File: src/rtl/uart_rx.sv
// uart_rx: 8-bit UART receiver with oversampling bit timing and a valid/ready
// hold register.
// Optional build macro UART_RX_PARITY_EN: inserts an even-parity bit between
// the data bits and the stop bit, and makes parity_err functional.
module uart_rx #(
   parameter int CLKS_PER_BIT = 16
) (
   input  logic       sck,
   input  logic       rst,
   input  logic       rx,
   input  logic       ready,
   output logic [7:0] data,
   output logic       valid,
   output logic       frame_err,
   output logic       overrun,
   output logic       parity_err,
   output logic       busy
);

   localparam int CNT_W = (CLKS_PER_BIT > 1) ? $clog2(CLKS_PER_BIT) : 1;
   localparam logic [CNT_W-1:0] HALF_M1 = CNT_W'(CLKS_PER_BIT / 2 - 1);
   localparam logic [CNT_W-1:0] FULL_M1 = CNT_W'(CLKS_PER_BIT - 1);

`ifdef UART_RX_PARITY_EN
   typedef enum logic [2:0] {
      S_IDLE, S_START, S_DATA, S_PARITY, S_STOP, S_RECOVER
   } state_t;
`else
   typedef enum logic [2:0] {
      S_IDLE, S_START, S_DATA, S_STOP, S_RECOVER
   } state_t;
`endif

   logic             rx_meta_q;
   logic             rxs_q;
   state_t           state_q;
   logic [CNT_W-1:0] cnt_q;
   logic [2:0]       bit_q;
   logic [7:0]       shreg_q;
   logic [7:0]       data_q;
   logic             valid_q;
   logic             frame_err_q;
   logic             overrun_q;
   logic             parity_err_q;
   logic             par_bad_q;

   // Two-flop synchronizer for the asynchronous serial line; idles high.
   always_ff @(posedge sck) begin
      if (rst) begin
         rx_meta_q <= 1'b1;
         rxs_q     <= 1'b1;
      end else begin
         rx_meta_q <= rx;
         rxs_q     <= rx_meta_q;
      end
   end

   // Receive FSM with bit timing, shift register and registered outputs.
   always_ff @(posedge sck) begin
      if (rst) begin
         state_q      <= S_IDLE;
         cnt_q        <= '0;
         bit_q        <= '0;
         shreg_q      <= '0;
         data_q       <= '0;
         valid_q      <= 1'b0;
         frame_err_q  <= 1'b0;
         overrun_q    <= 1'b0;
         parity_err_q <= 1'b0;
         par_bad_q    <= 1'b0;
      end else begin
         frame_err_q  <= 1'b0;
         parity_err_q <= 1'b0;
         // Consumer handshake; a frame landing this same cycle overrides below.
         if (valid_q && ready) valid_q <= 1'b0;
         case (state_q)
            S_IDLE: begin
               cnt_q <= '0;
               if (!rxs_q) state_q <= S_START;
            end
            S_START: begin
               if (cnt_q == HALF_M1) begin
                  cnt_q     <= '0;
                  bit_q     <= '0;
                  par_bad_q <= 1'b0;
                  // A start bit that is already high again mid-bit is a glitch.
                  state_q   <= rxs_q ? S_IDLE : S_DATA;
               end else begin
                  cnt_q <= cnt_q + CNT_W'(1);
               end
            end
            S_DATA: begin
               if (cnt_q == FULL_M1) begin
                  cnt_q   <= '0;
                  shreg_q <= {rxs_q, shreg_q[7:1]};
                  bit_q   <= bit_q + 3'd1;
                  if (bit_q == 3'd7) begin
`ifdef UART_RX_PARITY_EN
                     state_q <= S_PARITY;
`else
                     state_q <= S_STOP;
`endif
                  end
               end else begin
                  cnt_q <= cnt_q + CNT_W'(1);
               end
            end
`ifdef UART_RX_PARITY_EN
            S_PARITY: begin
               if (cnt_q == FULL_M1) begin
                  cnt_q     <= '0;
                  // Even parity: data bits plus parity bit must XOR to zero.
                  par_bad_q <= ^{shreg_q, rxs_q};
                  state_q   <= S_STOP;
               end else begin
                  cnt_q <= cnt_q + CNT_W'(1);
               end
            end
`endif
            S_STOP: begin
               if (cnt_q == FULL_M1) begin
                  cnt_q <= '0;
                  if (rxs_q) begin
                     state_q <= S_IDLE;
                     if (par_bad_q) begin
                        parity_err_q <= 1'b1;
                     end else if (valid_q && !ready) begin
                        // Held byte not consumed: drop the new one, flag it.
                        overrun_q <= 1'b1;
                     end else begin
                        data_q  <= shreg_q;
                        valid_q <= 1'b1;
                     end
                  end else begin
                     frame_err_q <= 1'b1;
                     state_q     <= S_RECOVER;
                  end
               end else begin
                  cnt_q <= cnt_q + CNT_W'(1);
               end
            end
            S_RECOVER: begin
               // Wait out a break so it yields only one frame error.
               if (rxs_q) state_q <= S_IDLE;
            end
            default: state_q <= S_IDLE;
         endcase
      end
   end

   assign data      = data_q;
   assign valid     = valid_q;
   assign frame_err = frame_err_q;
   assign overrun   = overrun_q;
   assign busy      = (state_q != S_IDLE);
`ifdef UART_RX_PARITY_EN
   assign parity_err = parity_err_q;
`else
   assign parity_err = 1'b0;
`endif

endmodule

File: config.mk
export PLATFORM = sky130hd
export DESIGN_NAME = uart_rx
export DESIGN_NICKNAME = d
export VERILOG_FILES = /design/src/rtl/uart_rx.sv
export SDC_FILE = /design/constraint.sdc
export NUM_CORES = 1
export LEC_CHECK = 0
export BUFFER_PORTS_ARGS = -buffer_cell sky130_fd_sc_hd__buf_2
export CORE_MARGIN = 5
export CORE_UTILIZATION = 51
export CTS_CLUSTER_SIZE = 25
export DETAILED_ROUTE_END_ITERATION = 12
export PLACE_DENSITY_LB_ADDON = 0.3
export RECOVER_POWER = 25
export SLEW_MARGIN = 10
export SYNTH_ARGS = -nofsm -noshare
export SYNTH_HDL_FRONTEND = slang
export SYNTH_SLANG_ARGS = --single-unit
File: constraint.sdc
create_clock -name sck -period 1.2 [get_ports sck]
set_input_delay 0.24 -clock sck [delete_from_list [all_inputs] [get_ports sck]]
set_output_delay 0.24 -clock sck [all_outputs]
set_load 0.005 [all_outputs]
==> key figures <==
Timing
  • PnR worst setup slack: -0.206 ns
  • Setup violators final: 26
  • Clock skew: 0.00731 ns
  • Tcrit/Tclk final: 1.17
  • Setup TNS: -3.57 ns
  • Max-slew violations: 0
  • Slew @ Worst Pin: 0.783 ns
  • Final Hold Viols: 0
  • Post-route minimum period: 1.41 ns
  • Unrepaired setup endpoints after global routing: yes
  • Fmax: 711 MHz
  • Max_slew headroom: 0.478

Clocking
  • CTS max path bufs: 2
  • Clk slew on worst S/H paths: 0.10 ns
  • Clk_lat worst skew: 0.34 ns
  • CTS Sinks: 31
  • CTS Root Cell: clkbuf_4
  • CTS tree: yes
  • H-tree depth: 2
  • Number of buffers created by CTS: 5
  • Hold buffer count at CTS: 0

Place
  • DP Worst Slack: -0.141 ns
  • Placed cell areas: 1730 um^2
  • Detail Placement HPWL: 2.24 mm
  • GPL Wtd Cong: 0.812
  • I/O Buffers: 15

Layout
  • Final instance area: 2140 um^2
  • Diode count: 0
  • Fin nets: 204
  • Layout cells sized above 1: 0.515
  • Layout area overhead: 44.8%

Synthesis
  • Synth area leaders: dfxtp_1 (42%), nand2b_1 (7.6%), mux2i_1 (7.5%)
  • Flop and latch count out of synthesis: 31
  • Largest area contributor in the netlist: dfxtp_1
  • Synthesized instance count: 154
  • Commonest register cell after synthesis: dfxtp_1
  • FFs w/ async S/R, synth: 0
  • Count leader, synth: dfxtp_1
  • Mean Syn Cell Area: 9.59 um^2
  • Yosys warns: 0
  • Sequential area share after synthesis: 0.420
  • Top post-synthesis cells by count: dfxtp_1 (31), nand2b_1 (18), mux2i_1 (11)
  • Yosys top cell area share: 0.420
  • Post-synth EDFFs: 0
  • Synth cell types: 47
  • Mapped cell area: 1480 um^2
  • Post-synth net total: 161

Worst setup path
  • Reg2Reg Depth: 5
  • Worst flop-to-flop path startpoint: state_q[1]$_SDFFE_PP0P_
  • CP Capture Type: flop
  • Worst Path Class, Setup: flop to flop
  • CP arrival: 1.64 ns
  • Startpoint type of the worst setup path: flop
  • Crit Path Max Fanout: 4
  • Worst setup path start: state_q[1]$_SDFFE_PP0P_
  • WP data required: 1.43 ns
  • FF-to-FF End: bit_q[0]$_SDFFE_PP0P_
  • R2r setup slk: -0.21 ns

Die
  • Core Area: 2760 um^2
  • Vertical die dimension: 63.8 um
  • Num ports: 17
  • Die ar.: 4070 um^2
  • Initial Utilization: 0.535
  • Cell row count: 19
  • Die width: 63.8 um

Route
  • Drt wl/cell: 17.1 um
  • Vias/cell: 5.73
  • Router iterations before antenna repair: 4
  • Antenna Violating Nets Remaining: 0
  • DRC: 0
  • Final WL: 3.92 mm
  • DRT iter0 DRCs: 56
  • Vias: 1312

Power
  • Sw power: 0.446 mW
  • Internal Pwr Total: 1.58 mW
  • Clock power frac: 0.432
  • Leakage: 0.798 nW
  • PwrDens: 947 nW/um^2
  • Combinational share of power: 0.056
  • Sw frac: 0.220
  • Max VDD drop: 0.000940 V
  • Reg power frac: 0.512

Status
  • Status: finished, violations left
  • Failing checks: setup timing

Global route
  • First-pass GRT wire length: 5.78 mm
  • Total grt overflow: 0
  • GRT Total Usage: 0.178
  • Initial antenna violation count: 0
  • Largest net degree at the start of global routing: 42
  • Vias in the first global route: 1293

Worst hold path
  • WHS Endpoint: rx_meta_q$_SDFF_PP1_
  • Hold Path Depth: 2
  • HP Start: rx
  • Worst hold path class: input pin to flop

Flow run
  • Max-cap violations: 0
power by group through the flow:
| stage | sequential [mW] | combinational [mW] | clock, mW |
|---|---|---|---|
| after floorplan | 1.06 | 0.0583 | 0 |
| after global placement | 1.07 | 0.0847 | 0 |
| after detailed placement | 1.07 | 0.0883 | 0 |
| after CTS | 1.03 | 0.103 | 0.882 |
| after global routing | 1.04 | 0.123 | 0.956 |
| final | 1.04 | 0.114 | 0.874 |
routing by layer:
layer | wire [um] | vias to the layer above | track usage
met2 | 2110 | 30 | 0.300
li1 | - | 630 | -
met1 | 1540 | 641 | 0.202
met5 | 0 | - | 0
met3 | 169 | 11 | 0.0613
met4 | 104 | 0 | 0.0805
cell type report:
type                    count  area (um^2)
fillers                   172          619
multi-input cells         109          990
well taps                  31         38.8
inverters                   3         11.3
flip-flops and latches     31          636
clock inverters             2         35.0
repair buffers             47          377
clock buffers               6         51.3
critical path: stages, from the launching register on:
cell     delay [ns]
dfxtp_4        0.37
buf_6          0.12
buf_6          0.11
nor3b_4        0.21
o211a_4        0.21
mux2_4         0.29
layout by cell type (no fill, tap or decap), types with 2 or more instances in the layout:
| cell type | Yosys | routed |
|---|---|---|
| nand3_1 | 9 | 5 |
| dfxtp_2 | 0 | 3 |
| nor2_1 | 4 | 4 |
| clkbuf_4 | 0 | 5 |
| or2_2 | 2 | 2 |
| mux2i_1 | 11 | 11 |
| nand2_1 | 3 | 3 |
| and2_4 | 0 | 2 |
| nor2b_1 | 3 | 2 |
| nand2b_1 | 18 | 18 |
| nand3_2 | 0 | 4 |
| buf_2 | 3 | 13 |
| dfxtp_1 | 31 | 25 |
| buf_12 | 0 | 2 |
| nand3b_1 | 2 | 2 |
| buf_6 | 3 | 11 |
| a21oi_1 | 9 | 3 |
| dfxtp_4 | 0 | 3 |
| inv_1 | 3 | 3 |
| a21oi_2 | 0 | 5 |
| nor3_1 | 4 | 3 |
| ha_1 | 3 | 2 |
| o21ai_2 | 0 | 7 |
| nor3b_4 | 1 | 2 |
| or3b_4 | 0 | 2 |
| buf_4 | 2 | 18 |
| clkbuf_1 | 4 | 2 |
worst max path at each step:
stage / end / cells after the start
after floorplan: bit_q[0]$_SDFFE_PP0P_ / 4
after global placement: data[2]$_SDFFE_PP0P_ / 5
after detailed placement: data[2]$_SDFFE_PP0P_ / 5
after CTS: busy / 4
after global routing: data[6]$_SDFFE_PP0P_ / 5
final: bit_q[0]$_SDFFE_PP0P_ / 5
cell families (layout without fill, tap and decap cells):
kind of cell               count (synthesis)  in the layout  share of synthesized area
AOI/OAI and AO/OA                         28             28                      0.124
xor gates and xnor gates                   3              3                     0.0178
adders and majority gates                  3              3                     0.0254
buffers and inverters                     15             58                     0.0610
DFF                                       31             31                      0.420
muxes                                     12             12                     0.0847
other                                      1              1                    0.00254
and+or+nand+nor                           61             62                      0.264
stage by stage:
step / instances / power [mW] / hold WS [ns] / utilization
4_1_cts: 226 / 2.02 / 0.0728 / 0.707
3_5_place_dp: 210 / 1.16 / 0.395 / 0.628
6_report: 229 / 2.02 / 0.0841 / 0.775
3_3_place_gp: 210 / 1.15 / 0.395 / 0.628
5_1_grt: 229 / 2.12 / 0.0660 / 0.775
2_1_floorplan: 154 / 1.12 / 0.344 / -
repair_timing:
item                       in CTS  in global routing
gates cloned                    0                  1
setup endpoints to repair      24                 27
setup buffers                   8                  2
gates resized for setup        26                 37
hold endpoints to repair        0                  0
pin swaps                       9                 20
sequential cells by signal (all words and copies together) (netlist names):
name / count
state_q: 3
cnt_q: 4
bit_q: 3
rxs_q: 1
rx_meta_q: 1
shreg_q: 8
frame_err: 1
overrun: 1
valid: 1
data: 8
Note: power is estimated with default switching activity, not from simulation.
